$ cat config.mk
export PLATFORM = sky130hd
export DESIGN_NAME = stream_buffer
export DESIGN_NICKNAME = d
export VERILOG_FILES = /design/src/rtl/stream_buffer.sv
export SDC_FILE = /design/constraint.sdc
export NUM_CORES = 1
export LEC_CHECK = 0
export CORE_MARGIN = 1
export CORE_UTILIZATION = 60
export DETAILED_ROUTE_END_ITERATION = 7
export HOLD_SLACK_MARGIN = 0.1
export PLACE_DENSITY = 0.81
export SYNTH_ARGS = -nofsm -noshare
export SYNTH_HDL_FRONTEND = slang
export SYNTH_SLANG_ARGS = --single-unit
$ cat constraint.sdc
create_clock -name axis_aclk -period 6.2 [get_ports axis_aclk]
set_input_delay 0.93 -clock axis_aclk [delete_from_list [all_inputs] [get_ports axis_aclk]]
set_output_delay 0.93 -clock axis_aclk [all_outputs]
set_load 0.02 [all_outputs]
$ cat src/rtl/stream_buffer.sv
// -----------------------------------------------------------------------------
// stream_buffer
//
// Single-clock AXI-Stream FIFO buffer between an upstream slave port (s01_*)
// and a downstream master port (m01_*). Each stored entry carries the data
// word together with its byte strobe and end-of-packet flag. Also reports
// the current fill level, a running count of packets delivered downstream,
// and (optionally) the largest data word accepted since reset.
//
// Parameters
//   DATA_WIDTH : tdata width in bits (multiple of 8)
//   DEPTH      : word capacity (power of 2, >= 2)
//
// Ports
//   axis_aclk        in   sole clock, rising edge
//   axis_areset      in   synchronous active-high reset
//   s01_axis_tdata   in   upstream data word
//   s01_axis_tstrb   in   upstream byte strobe (stored with the word)
//   s01_axis_tvalid  in   upstream word valid
//   s01_axis_tlast   in   upstream end-of-packet (stored with the word)
//   s01_axis_tready  out  buffer can accept a word
//   m01_axis_tdata   out  head word
//   m01_axis_tstrb   out  head strobe
//   m01_axis_tvalid  out  head word valid
//   m01_axis_tlast   out  head end-of-packet
//   m01_axis_tready  in   downstream accepts head word
//   fill_level       out  words currently stored (0..DEPTH)
//   packet_count     out  packets fully delivered downstream (wraps at 16 bits)
//   peak_value       out  largest unsigned tdata accepted since reset
//
// Build option
//   STREAM_BUFFER_PEAK_TRACK_EN : when defined, peak_value tracks the largest
//   accepted word; when undefined, peak_value is tied to zero.
// -----------------------------------------------------------------------------
module stream_buffer #(
    parameter int unsigned DATA_WIDTH = 32,
    parameter int unsigned DEPTH      = 16
) (
    input  logic                        axis_aclk,
    input  logic                        axis_areset,

    input  logic [DATA_WIDTH-1:0]       s01_axis_tdata,
    input  logic [DATA_WIDTH/8-1:0]     s01_axis_tstrb,
    input  logic                        s01_axis_tvalid,
    input  logic                        s01_axis_tlast,
    output logic                        s01_axis_tready,

    output logic [DATA_WIDTH-1:0]       m01_axis_tdata,
    output logic [DATA_WIDTH/8-1:0]     m01_axis_tstrb,
    output logic                        m01_axis_tvalid,
    output logic                        m01_axis_tlast,
    input  logic                        m01_axis_tready,

    output logic [$clog2(DEPTH):0]      fill_level,
    output logic [15:0]                 packet_count,
    output logic [DATA_WIDTH-1:0]       peak_value
);

    localparam int unsigned AW = $clog2(DEPTH);
    localparam int unsigned SW = DATA_WIDTH / 8;
    localparam int unsigned EW = DATA_WIDTH + SW + 1;

    // DEPTH is a power of two, so "full" is just the top bit of the count.
    localparam logic [AW:0] FULL_LEVEL = {1'b1, {AW{1'b0}}};

    logic [EW-1:0] mem [DEPTH];

    logic [AW-1:0] wr_ptr;
    logic [AW-1:0] rd_ptr;
    logic          full;
    logic          empty;
    logic          wr_en;
    logic          rd_en;
    logic [EW-1:0] wr_entry;
    logic [EW-1:0] rd_entry;

    // -------------------------------------------------------------------------
    // Handshake. Both sides are derived from the registered fill level only,
    // so a read in the same cycle never lets a full buffer accept, and there
    // is no combinational path from s01 to m01.
    // -------------------------------------------------------------------------
    assign full  = (fill_level == FULL_LEVEL);
    assign empty = (fill_level == '0);

    assign s01_axis_tready = !full  && !axis_areset;
    assign m01_axis_tvalid = !empty && !axis_areset;

    assign wr_en = s01_axis_tvalid && s01_axis_tready;
    assign rd_en = m01_axis_tvalid && m01_axis_tready;

    // -------------------------------------------------------------------------
    // Storage. Contents are not cleared on reset; the pointers and fill level
    // alone decide what is valid.
    // -------------------------------------------------------------------------
    assign wr_entry = {s01_axis_tlast, s01_axis_tstrb, s01_axis_tdata};

    always_ff @(posedge axis_aclk) begin
        if (wr_en) begin
            mem[wr_ptr] <= wr_entry;
        end
    end

    // The head entry is only overwritten when the buffer is empty (wr_ptr ==
    // rd_ptr), so the m01 outputs stay stable while a word is stalled.
    assign rd_entry       = mem[rd_ptr];
    assign m01_axis_tdata = rd_entry[DATA_WIDTH-1:0];
    assign m01_axis_tstrb = rd_entry[DATA_WIDTH +: SW];
    assign m01_axis_tlast = rd_entry[EW-1];

    // -------------------------------------------------------------------------
    // Pointers, fill level and delivered-packet counter.
    // Pointer width is log2(DEPTH), so increments wrap modulo DEPTH.
    // -------------------------------------------------------------------------
    always_ff @(posedge axis_aclk) begin
        if (axis_areset) begin
            wr_ptr       <= '0;
            rd_ptr       <= '0;
            fill_level   <= '0;
            packet_count <= '0;
        end else begin
            if (wr_en) begin
                wr_ptr <= wr_ptr + 1'b1;
            end
            if (rd_en) begin
                rd_ptr <= rd_ptr + 1'b1;
                if (m01_axis_tlast) begin
                    packet_count <= packet_count + 1'b1;
                end
            end
            unique case ({wr_en, rd_en})
                2'b10:   fill_level <= fill_level + 1'b1;
                2'b01:   fill_level <= fill_level - 1'b1;
                default: fill_level <= fill_level;
            endcase
        end
    end

    // -------------------------------------------------------------------------
    // Peak tracking.
    // -------------------------------------------------------------------------
`ifdef STREAM_BUFFER_PEAK_TRACK_EN
    logic peak_seen;

    always_ff @(posedge axis_aclk) begin
        if (axis_areset) begin
            peak_value <= '0;
            peak_seen  <= 1'b0;
        end else if (wr_en) begin
            peak_seen <= 1'b1;
            if (!peak_seen || (s01_axis_tdata > peak_value)) begin
                peak_value <= s01_axis_tdata;
            end
        end
    end
`else
    assign peak_value = '0;
`endif

endmodule

* After elaboration in Yosys (flattened, before gate mapping)
Memory sizes are Yosys's and may differ from the RTL's. A register that Yosys moved wholly into a read port is not among the register bits.
Cells that the tools add are included.
** Storage, ports and cells
- Bits in writable memories :: 592
- Bits in latches :: 0
- Bits in registers :: 29
- Memories :: 1
- ROM bits :: 0
- Bits of input ports :: 41
** Cells by class
- Divide/modulo/power cells :: 0
- Equal/unequal tests :: 3
- $mul :: 0
- Add/sub/neg operators :: 5
- Reductions and logical operators :: 10
- Bitwise operators :: 0
- Mux-type cells :: 5
- Shift operators :: 0
- Magnitude comparators :: 0
** Memories
- mem :: depth 16, width 37, rd ports 1, clocked after Yosys merged registers in 1, wr ports 1, line 66 : logic [EW-1:0] mem [DEPTH];
** Operator list (count)
- adder 16 x 1 -> 16 bit, second input constant :: 1
- case mux 5 bit (2 select lines) :: 1
- adder 4 x 1 -> 4 bit, second input constant :: 2
- two-way mux 4 bit :: 2
- adder 5 x 1 -> 5 bit, second input constant :: 1
- == test 5 bit, second input constant :: 1
- logical NOT 5 bit :: 1
- subtractor 5 x 1 -> 5 bit, second input constant :: 1
- logical AND 1 bit :: 4
- logical NOT 1 bit :: 3
- == test 2 x 1 -> 1 bit, second input constant :: 1
- == test 2 bit, second input constant :: 1
- two-way mux 1 bit :: 2
- AND reduction 2 bit :: 1
- nonzero test 2 bit :: 1

* Depth between registers and ports, before layout
- Word-level depth :: 6
- Gate-level depth with buffers :: 12
- Gate-level depth less buffers :: 11

* Least setup slack after synthesis
No wires, ideal clock.
- Kind :: input port to flip-flop
- From :: input axis_areset
- To :: memory mem[3][0] (netlist name) (enable)
- Path slack :: 1477 ps
- Stages :: 4
- Setup time :: 477 ps
- Path buffers :: 1
- Arrival :: 4246 ps
- Required time :: 5723 ps
- Cell sequence :: buf_2 a211oi_2 nand2_1 nor3_1
** On the way
- Longest elaborated chain between the ends :: 5
** Ends and longest elaborated chain
- start: declaration :: line 40 : input logic axis_areset,
- logical NOT 1 bit :: line 85 : assign s01_axis_tready = !full && !axis_areset;
- logical AND 1 bit :: line 85
- logical AND 1 bit :: line 88 : assign wr_en = s01_axis_tvalid && s01_axis_tready;
- two-way mux 1 bit :: line 98 : if (wr_en) begin
- two-way mux 1 bit (not written as such) :: line 99 : mem[wr_ptr] <= wr_entry;
- end: declaration :: line 66
Every way passes these cells.

==> metrics.txt <==
status=finished clean; ys async rst share=0%; Warnings, synthesis=0; WL per Instance=~28 um; worst hold stages=1; final hold vios=0; largest fanout on the critical path=70; Reg clk slew, reported paths=0.06 ns; setup repair bufs after CTS=0; total routed wirelength=between 40 and 50 mm; CP max stage delay=slightly above 1 ns; drt pass-1 iters=5; hold path start=packet_count[5]; Clock Path Buffers=3; max-cap violations=0; critical path class=reg -> out; crit path cell chain=buf_4 -> mux4_2 -> mux4_2 -> clkdlybuf4s50_1; routed via count=around 11k; RSZ-0062 raised after global routing=false; full die area=between 40000 and 50000 um^2; drt via density=6.33; Hold Path End=packet_count[5]; Worst Reg-to-Reg Cells=5; Main synth FF type=edfxtp_1; Synth top area share=72.3%; Crit path buffers/inverters=2; VDD IR max=0.000259 V; first-pass GRT wire length=between 70 and 80 mm; max-slew violation count=0; number of synthesized flops with an enable pin=slightly below 600; Routed Antenna Nets=0; DRC viols=0; worst reg2reg path startpoint=fill_level[2]; drt initial violations=between 900 and 1k; clk root buf=clkbuf_16; Slew headroom=around a quarter; Worst Tran Pin Value=1.12 ns; number of global-route vias before repair=11.8k; sequential area share after synthesis=approximately 75%; delay-heaviest family, CP=buffers and inverters; post-route cell area=27900 um^2; CP endpoint kind=primary output; commonest non-fill, non-tap cell in the layout=edfxtp_1; layout cell share with drive strength beyond 1=a little under a quarter; TritonCTS Buffers=slightly below 60; final worst-path cycle share=74.7%; Final min period=between 4 and 5 ns; H-Tree Depth=2; Nets=1270; initial antenna violation count=2; die width=between 200 and 250 um; DP HPWL=approximately 26 mm; fmax=216 MHz; CP arrival=3.70 ns; Area after DPL=between 20000 and 30000 um^2; R2R Path End=mem[13][15]; IO Pins=roughly 130; Static Leak=~0.0087 uW; total core area=~40000 um^2; GRT Util Overall=about a quarter; TritonCTS Sinks=roughly 630; CTS tree=yes; gpl congestion=~0.74; top cell type by total area after synthesis=edfxtp_1; Worst Path Required=5.27 ns; Synth Register Bits=~630; row count=between 70 and 80; Reg2Reg Setup Slack=around 2.8 ns; Area contributors post-synth=edfxtp_1, mux4_2, mux4_1, dfxtp_1, buf_4; CP max stage cell=dfxtp_4; fill cell count=about 2.3k; synthesized area=~25000 um^2; post-cts gate resize count=0; Min-Delay Path Class=reg -> reg; most used cell, CP=mux4_2; TNS Setup=0 ns; startpoint types=flop; Cells after Synth=1089; most frequent cells in the layout=edfxtp_1, mux4_2, clkdlybuf4s50_1; Pwr Density=around 310 nW/um^2; Final Skew=roughly 0.026 ns; Initial Util=between 60 and 70%; n_diodes=0; synth-to-layout area growth=13.5%; pin count of the biggest net entering global routing=71; clk_lat worst skew=a little over 0.6 ns; GR Overflow Total=0; distinct cell type count after synthesis=52; Final setup viols=0; # hold bufs at CTS=0; fin util=between 60% and 70%; input/output buffers=100; Die Span Y=between 200 and 250 um; final hold slack=roughly 0.52 ns; syn_area_per_cell=22.6 um^2
## layer usage
metal	vias to the layer above	part of all wire [%]	track usage, %
met5	-	0.060	0
met2	534	51	41.0
met1	5948	39	33.2
li1	4770	-	-
met3	91	7.2	4.85
met4	4	2.5	7.65
## kinds of logic (layout without fill, tap and decap cells)
logic type	Yosys count	after routing	share of synthesized area (%)
adder cells (fa/ha/maj)	10	10	0.509
multiplexers	203	203	17.9
XOR/XNOR	10	10	0.356
AND/OR/NAND/NOR	109	109	2.38
buffers and inverters	91	239	2.73
AO/OA/AOI/OAI	40	40	1.05
flip-flops	625	625	75.0
other	1	32	0.0153
## synthesized netlist by cell type, types with 5 or more instances
master,n
mux4_2,152
mux2i_1,10
mux2_1,6
nor2b_1,15
nand3_1,8
ha_1,10
nor3_1,5
buf_4,35
mux2_2,7
edfxtp_1,592
nand2b_1,8
xor2_1,7
buf_2,13
inv_1,5
nand4_1,5
buf_12,5
buf_6,12
dfxtp_1,33
o21ai_0,5
a21oi_1,17
mux4_1,28
nand2_1,20
nor2_1,36
clkbuf_1,17
## state kept, by name, summed over array words and instances (netlist names), named ones only
register / cells
fill_level: 5
rd_ptr: 4
mem: 592
wr_ptr: 4
packet_count: 16
## how the worst max path moves through the flow
stage | start | endpoint | slack, ns | cells after the start
after floorplan | axis_areset | mem[3][0] | 1.48 | 4
after global placement | axis_areset | fill_level[4] | 2.05 | 12
after detailed placement | axis_areset | mem[13][22] | 1.99 | 6
after CTS | flop | m01_axis_tdata[11] | 1.47 | 4
after global routing | flop | m01_axis_tdata[11] | 1.38 | 4
final | flop | m01_axis_tdata[11] | 1.57 | 4
## stage by stage
stage                     std cells  total power (uW)  setup slack [ns]
after floorplan                1120              5190              1.48
after global placement         1683              5370              2.05
after detailed placement       1683              5380              1.99
after CTS                      1793              8810              1.47
after global routing           1793              8980              1.38
final                          1793              8750              1.57
## area by class of cell
type                    count  area, um^2  area share, %
repair buffers            124        1210           4.33
clock inverters            39         340           1.22
clock buffers              71        1520           5.46
well taps                 525         657           2.36
multi-input cells         404        5690           20.4
inverters                   5        18.8         0.0673
flip-flops and latches    625       18500           66.2
## power by group
group / switching [uW] / internal, uW / leakage [uW]
combinational: 307 / 292 / 0.00215
sequential: 36.4 / 4650 / 0.00560
clock: 1540 / 1930 / 0.000904
total: 1880 / 6870 / 0.00866
## worst register-to-register path: stages, from the launching register on
cell,delay [ns]
dfxtp_1,0.53
nor4_4,0.13
a211oi_2,0.60
nand2_1,0.44
nor2_4,0.97
buf_4,0.43
(Power assumes the default switching activity.)
==> RTL edit 1: new RTL, config.mk and constraints unchanged <==
Set the parameter `DEPTH` to 32 (it was 16).
--- a/src/rtl/stream_buffer.sv
+++ b/src/rtl/stream_buffer.sv
@@ -34,7 +34,7 @@
 // -----------------------------------------------------------------------------
 module stream_buffer #(
     parameter int unsigned DATA_WIDTH = 32,
-    parameter int unsigned DEPTH      = 16
+    parameter int unsigned DEPTH      = 32
 ) (
     input  logic                        axis_aclk,
     input  logic                        axis_areset,
Ports: changed (resized fill_level); port bits go from 133 to 134. The function was not compared with the original's and may differ.
==> RTL edit 1 against the unedited design <==
  * Setup slack worse by 450 ps
  * Design area is 93% higher
  * Clock skew is 19 ps higher
  * Wire length is 140% higher
  * Sequential power is 95% higher
  * Critical path type unchanged
  * Power is 110% higher
  * Sequential cell count is 596 higher
  * Area after synthesis is 91% higher
==> RTL edit 1: results (changes against the unedited design) <==
| Metric | Value |
|---|---|
| RePlAce Congestion | 0.795 (+7.8%) |
| Post-DP Area | 49,600 um2 (+91%) |
| Yosys cell types | 46 (-12%) |
| Worst Tran Pin Value | 1250 ps (+134 ps) |
| Final WL | 118,000 um (+140%) |
| Vias in the first global route | 23.7k (+100%) |
| Met1 global-route usage | 0.399 (+0.0678) |
| Pre-CTS WS | 1720 ps (-268 ps) |
| H-tree depth | 3 (+1) |
| GRT Resource Usage Total | 0.307 (+0.0612) |
| Asr flop ratio synth | 0 (unchanged) |
| Via/cell ratio | 6.84 (+8.1%) |
| Clock buffer count from CTS | 116 (+97%) |
| Multi-input logic area | 10,300 um2 (+81%) |
| Reg2Reg Depth | 8 (+3) |
| Met2 usage | 0.506 (+0.0958) |
| Met2 wire len | 59,300 um (+130%) |
| Sequential area share after synthesis | 0.773 (+0.0227) |
| IO buf count | 101 (+1.0%) |
| Leading post-synthesis cells by cell area | edfxtp_1 76%, mux4_2 17%, dfxtp_1 1.6% |
| DR WL met3 | 12,600 um (+260%) |
| Share of cells above drive strength 1 | 0.301 (+0.0708) |
| Min-delay src | packet_count[13] |
| Largest regs | mem (1184), packet_count (16), fill_level (6) |
| Clock Skew | 44.3 ps (+18.6 ps) |
| Post CTS Setup Buffer Count | 0 (unchanged) |
| Initial DRC count | 3,212 (+240%) |
| Placed instance count | 3,095 (+84%) |
| Antenna diode count | 0 (unchanged) |
| EDFF count, synth | 1,184 (+100%) |
| Sw frac | 0.216 (+0.000546) |
| Fill cells | 4,317 (+84%) |
| Hold WS | 520 ps (-2.63 ps) |
| Hpwl dp | 56,200 um (+120%) |
| Worst Path Max Fanout | 41 (-41%) |
| Met3 Use GR | 0.0686 (+0.0201) |
| Post-synth top cells | 1,184 x edfxtp_1, 360 x mux4_2, 55 x nor2_1 |
| Cell Count, Final, Fillers Out | 3,315 (+85%) |
| Worst R2R Setup Slack | 2220 ps (-560 ps) |
| Yosys synthesis warning count | 0 (unchanged) |
| Largest net degree at the start of global routing | 58 (-18%) |
| Wl on met1 | 41,100 um (+110%) |
| Later-pin clock latency in the skew report | 700 ps (+80 ps) |
| Pleak | 16.2 nW (+87%) |
| Hold Path Sink | packet_count[13] |
| Hold path depth | 2 (+1) |
| CTS resizes | 0 (unchanged) |
| Global-route wire length before repair | 168,000 um (+130%) |
| Cells after synthesis | 1,987 (+82%) |
| Outcome | completed |
| CP arrival | 4160 ps (+460 ps) |
| Nets | 2,223 (+75%) |
| Worst R2R End | packet_count[15] |
| Worst vdd ir | 261 uV (+0.49%) |
## RTL edit 1: changes by cell type after synthesis, sizes merged, moves of 19 or more
cell and delta:
mux2 +23, mux4 +180, nor2 +19, clkbuf +25, buf +21, edfxtp +592
## RTL edit 1: power groups by stage
stage                     Sequential [W]  Combinational [W]  Clock [W]
after global placement           0.00932            0.00127          0
final                            0.00915            0.00132    0.00750
after global routing             0.00916            0.00140    0.00782
after CTS                        0.00915            0.00134    0.00754
after detailed placement         0.00933            0.00130          0
after floorplan                  0.00928           0.000916          0
## RTL edit 1: area by class of cell
type                       count  area share
sequential                  1221       0.676
inverter                       4    0.000280
clock inverter                87      0.0195
multi-input combinational    661       0.192
clock buffer                 133      0.0557
tap                         1040      0.0242
timing repair buffer         169      0.0323
## RTL edit 1: cells by family after synthesis
logic type                 after synthesis  synth area share
AOI/OAI and AO/OA                       51           0.00637
xor gates and xnor gates                18           0.00336
adders and majority gates                9           0.00240
buffers and inverters                  136            0.0155
DFF                                   1221             0.773
muxes                                  414             0.185
other                                    1         0.0000799
and+or+nand+nor                        137            0.0142
## RTL edit 1: worst max-delay path by stage
stage	slack, ps	cells after the start	start	endpoint
2_1_floorplan	1920	6	axis_areset	mem[15][0]
6_report	1110	5	flop	m01_axis_tdata[29]
3_3_place_gp	1710	7	axis_areset	mem[20][22]
4_1_cts	980	5	flop	m01_axis_tstrb[1]
5_1_grt	930	5	flop	m01_axis_tdata[29]
3_5_place_dp	1720	7	axis_areset	mem[20][26]
## RTL edit 1: worst max-delay path, cell delays in order, from the launching register on
cell	delay, ps
dfxtp_4	1000
buf_12	370
mux4_2	610
mux4_2	490
mux2_2	350
clkdlybuf4s50_1	570
==> RTL edit 2: new RTL, same flow settings <==
Made on the original files. Register the output `packet_count` once more, cleared by the reset; this adds one clock of latency there. The other outputs are not delayed to match.
--- a/src/rtl/stream_buffer.sv
+++ b/src/rtl/stream_buffer.sv
@@ -63,6 +63,8 @@
     // DEPTH is a power of two, so "full" is just the top bit of the count.
     localparam logic [AW:0] FULL_LEVEL = {1'b1, {AW{1'b0}}};
 
+    logic [15:0] packet_count_s0;
+
     logic [EW-1:0] mem [DEPTH];
 
     logic [AW-1:0] wr_ptr;
@@ -116,7 +118,7 @@
             wr_ptr       <= '0;
             rd_ptr       <= '0;
             fill_level   <= '0;
-            packet_count <= '0;
+            packet_count_s0 <= '0;
         end else begin
             if (wr_en) begin
                 wr_ptr <= wr_ptr + 1'b1;
@@ -124,7 +126,7 @@
             if (rd_en) begin
                 rd_ptr <= rd_ptr + 1'b1;
                 if (m01_axis_tlast) begin
-                    packet_count <= packet_count + 1'b1;
+                    packet_count_s0 <= packet_count_s0 + 1'b1;
                 end
             end
             unique case ({wr_en, rd_en})
@@ -156,5 +158,13 @@
     assign peak_value = '0;
 `endif
 
+    always_ff @(posedge axis_aclk) begin
+        if (axis_areset) begin
+            packet_count <= '0;
+        end else begin
+            packet_count <= packet_count_s0;
+        end
+    end
+
 endmodule
 
Function: changed (a bounded check fails within 4 cycles, from zero or initial values and one cycle with axis_areset high).
==> RTL edit 2 against the unedited design <==
  * First-iteration DRC count is 20% higher
  * Wire length is 3.0% higher
  * Setup slack better by 79 ps
  * Power is 2.5% higher
  * Area after synthesis hardly changed
  * Design area is 0.88% higher
  * Sequential cell count is 16 higher
  * Largest cell class unchanged
==> RTL edit 2: results (changes against the unedited design) <==
| Metric | Value |
|---|---|
| Outcome | completed |
| Xor and xnor fraction of the mapped netlist area | 0.00499 (+0.00142) |
| GRT Resource Usage Total | 0.255 (+0.00859) |
| WL per Instance | 28.3 um (+2.1%) |
| Mux share of post-synthesis cell area | 0.172 (-0.00690) |
| Compound-Gate Fraction of Synth Area | 0.0100 (-0.000517) |
| Placed instance count | 1,700 (+1.0%) |
| Area growth from synthesis to layout | 14.4% |
| Initial DRC count | 1,121 (+20%) |
| Leading post-synthesis cells by cell area | edfxtp_1 72%, mux4_2 16%, dfxtp_1 4.0% |
| Crit share post-route | 0.735 (-0.0128) |
| Pre-CTS WS | 2150 ps (+162 ps) |
| Worst R2R Setup Slack | 2920 ps (+140 ps) |
| Sequential area share after synthesis | 0.763 (+0.0125) |
| Worst Path Max Fanout | 62 (-11%) |
| Largest net degree at the start of global routing | 67 (-5.6%) |
| DR WL met3 | 3380 um (-4.9%) |
| Worst vdd ir | 258 uV (-0.47%) |
| Clock Skew | 23.5 ps (-2.22 ps) |
| Largest regs | mem (592), packet_count (16), packet_count_s0 (16) |
| Fill cells | 2,325 (-0.98%) |
| Final WL | 51,100 um (+3.0%) |
| RePlAce Congestion | 0.791 (+7.2%) |
| Global-route wire length before repair | 76,000 um (+3.1%) |
| Total internal power | 0.00708 W (+3.1%) |
| Top layer in use | met4 |
| Max-slew headroom | 0.318 (+0.0630) |
| Synth Area in Adders | 0.00509 (about the same) |
| Via count | 11.4k (+0.89%) |
| Yosys cell types | 50 (-3.8%) |
| Nets | 1,287 (+1.3%) |
| Sequential power share | 0.534 (-0.002) |
| Met1 global-route usage | 0.337 (+0.00541) |
| Met2 wire len | 26,400 um (+3.6%) |
| Hpwl dp | 27,900 um (+6.8%) |
| Max incr delay on CP | 970 ps (-40 ps) |
RTL edit 2: cell count changes after synthesis, sizes merged, moves of 4 or more:
cell    unedited run  this run
o21ai              6        11
inv                5         9
a21oi             18         5
and2               0         4
dfxtp             33        49
nor2              36        40
buf               69        60
mux2              13         9
clkbuf            17        26
nand3              8         3
RTL edit 2: worst paths after layout:
path                             from                  end  depth (start not counted)
hold reg to reg   packet_count_s0[15]     packet_count[15]                          2
setup / recovery                 flop   m01_axis_tdata[16]                          4
setup reg to reg                 flop  packet_count_s0[13]                          7
hold / removal    packet_count_s0[15]     packet_count[15]                          2
RTL edit 2: layout make-up:
class / instances / share of cell area
sequential: 641 / 0.667
multi-input combinational: 397 / 0.196
clock buffer: 75 / 0.0554
timing repair buffer: 128 / 0.0444
tap: 525 / 0.0234
clock inverter: 33 / 0.0121
inverter: 9 / 0.00120
RTL edit 2: tightest hold or removal path: stages (launching register included):
cell,delay (ps)
dfxtp_1,290
inv_1,50
nor2_1,50
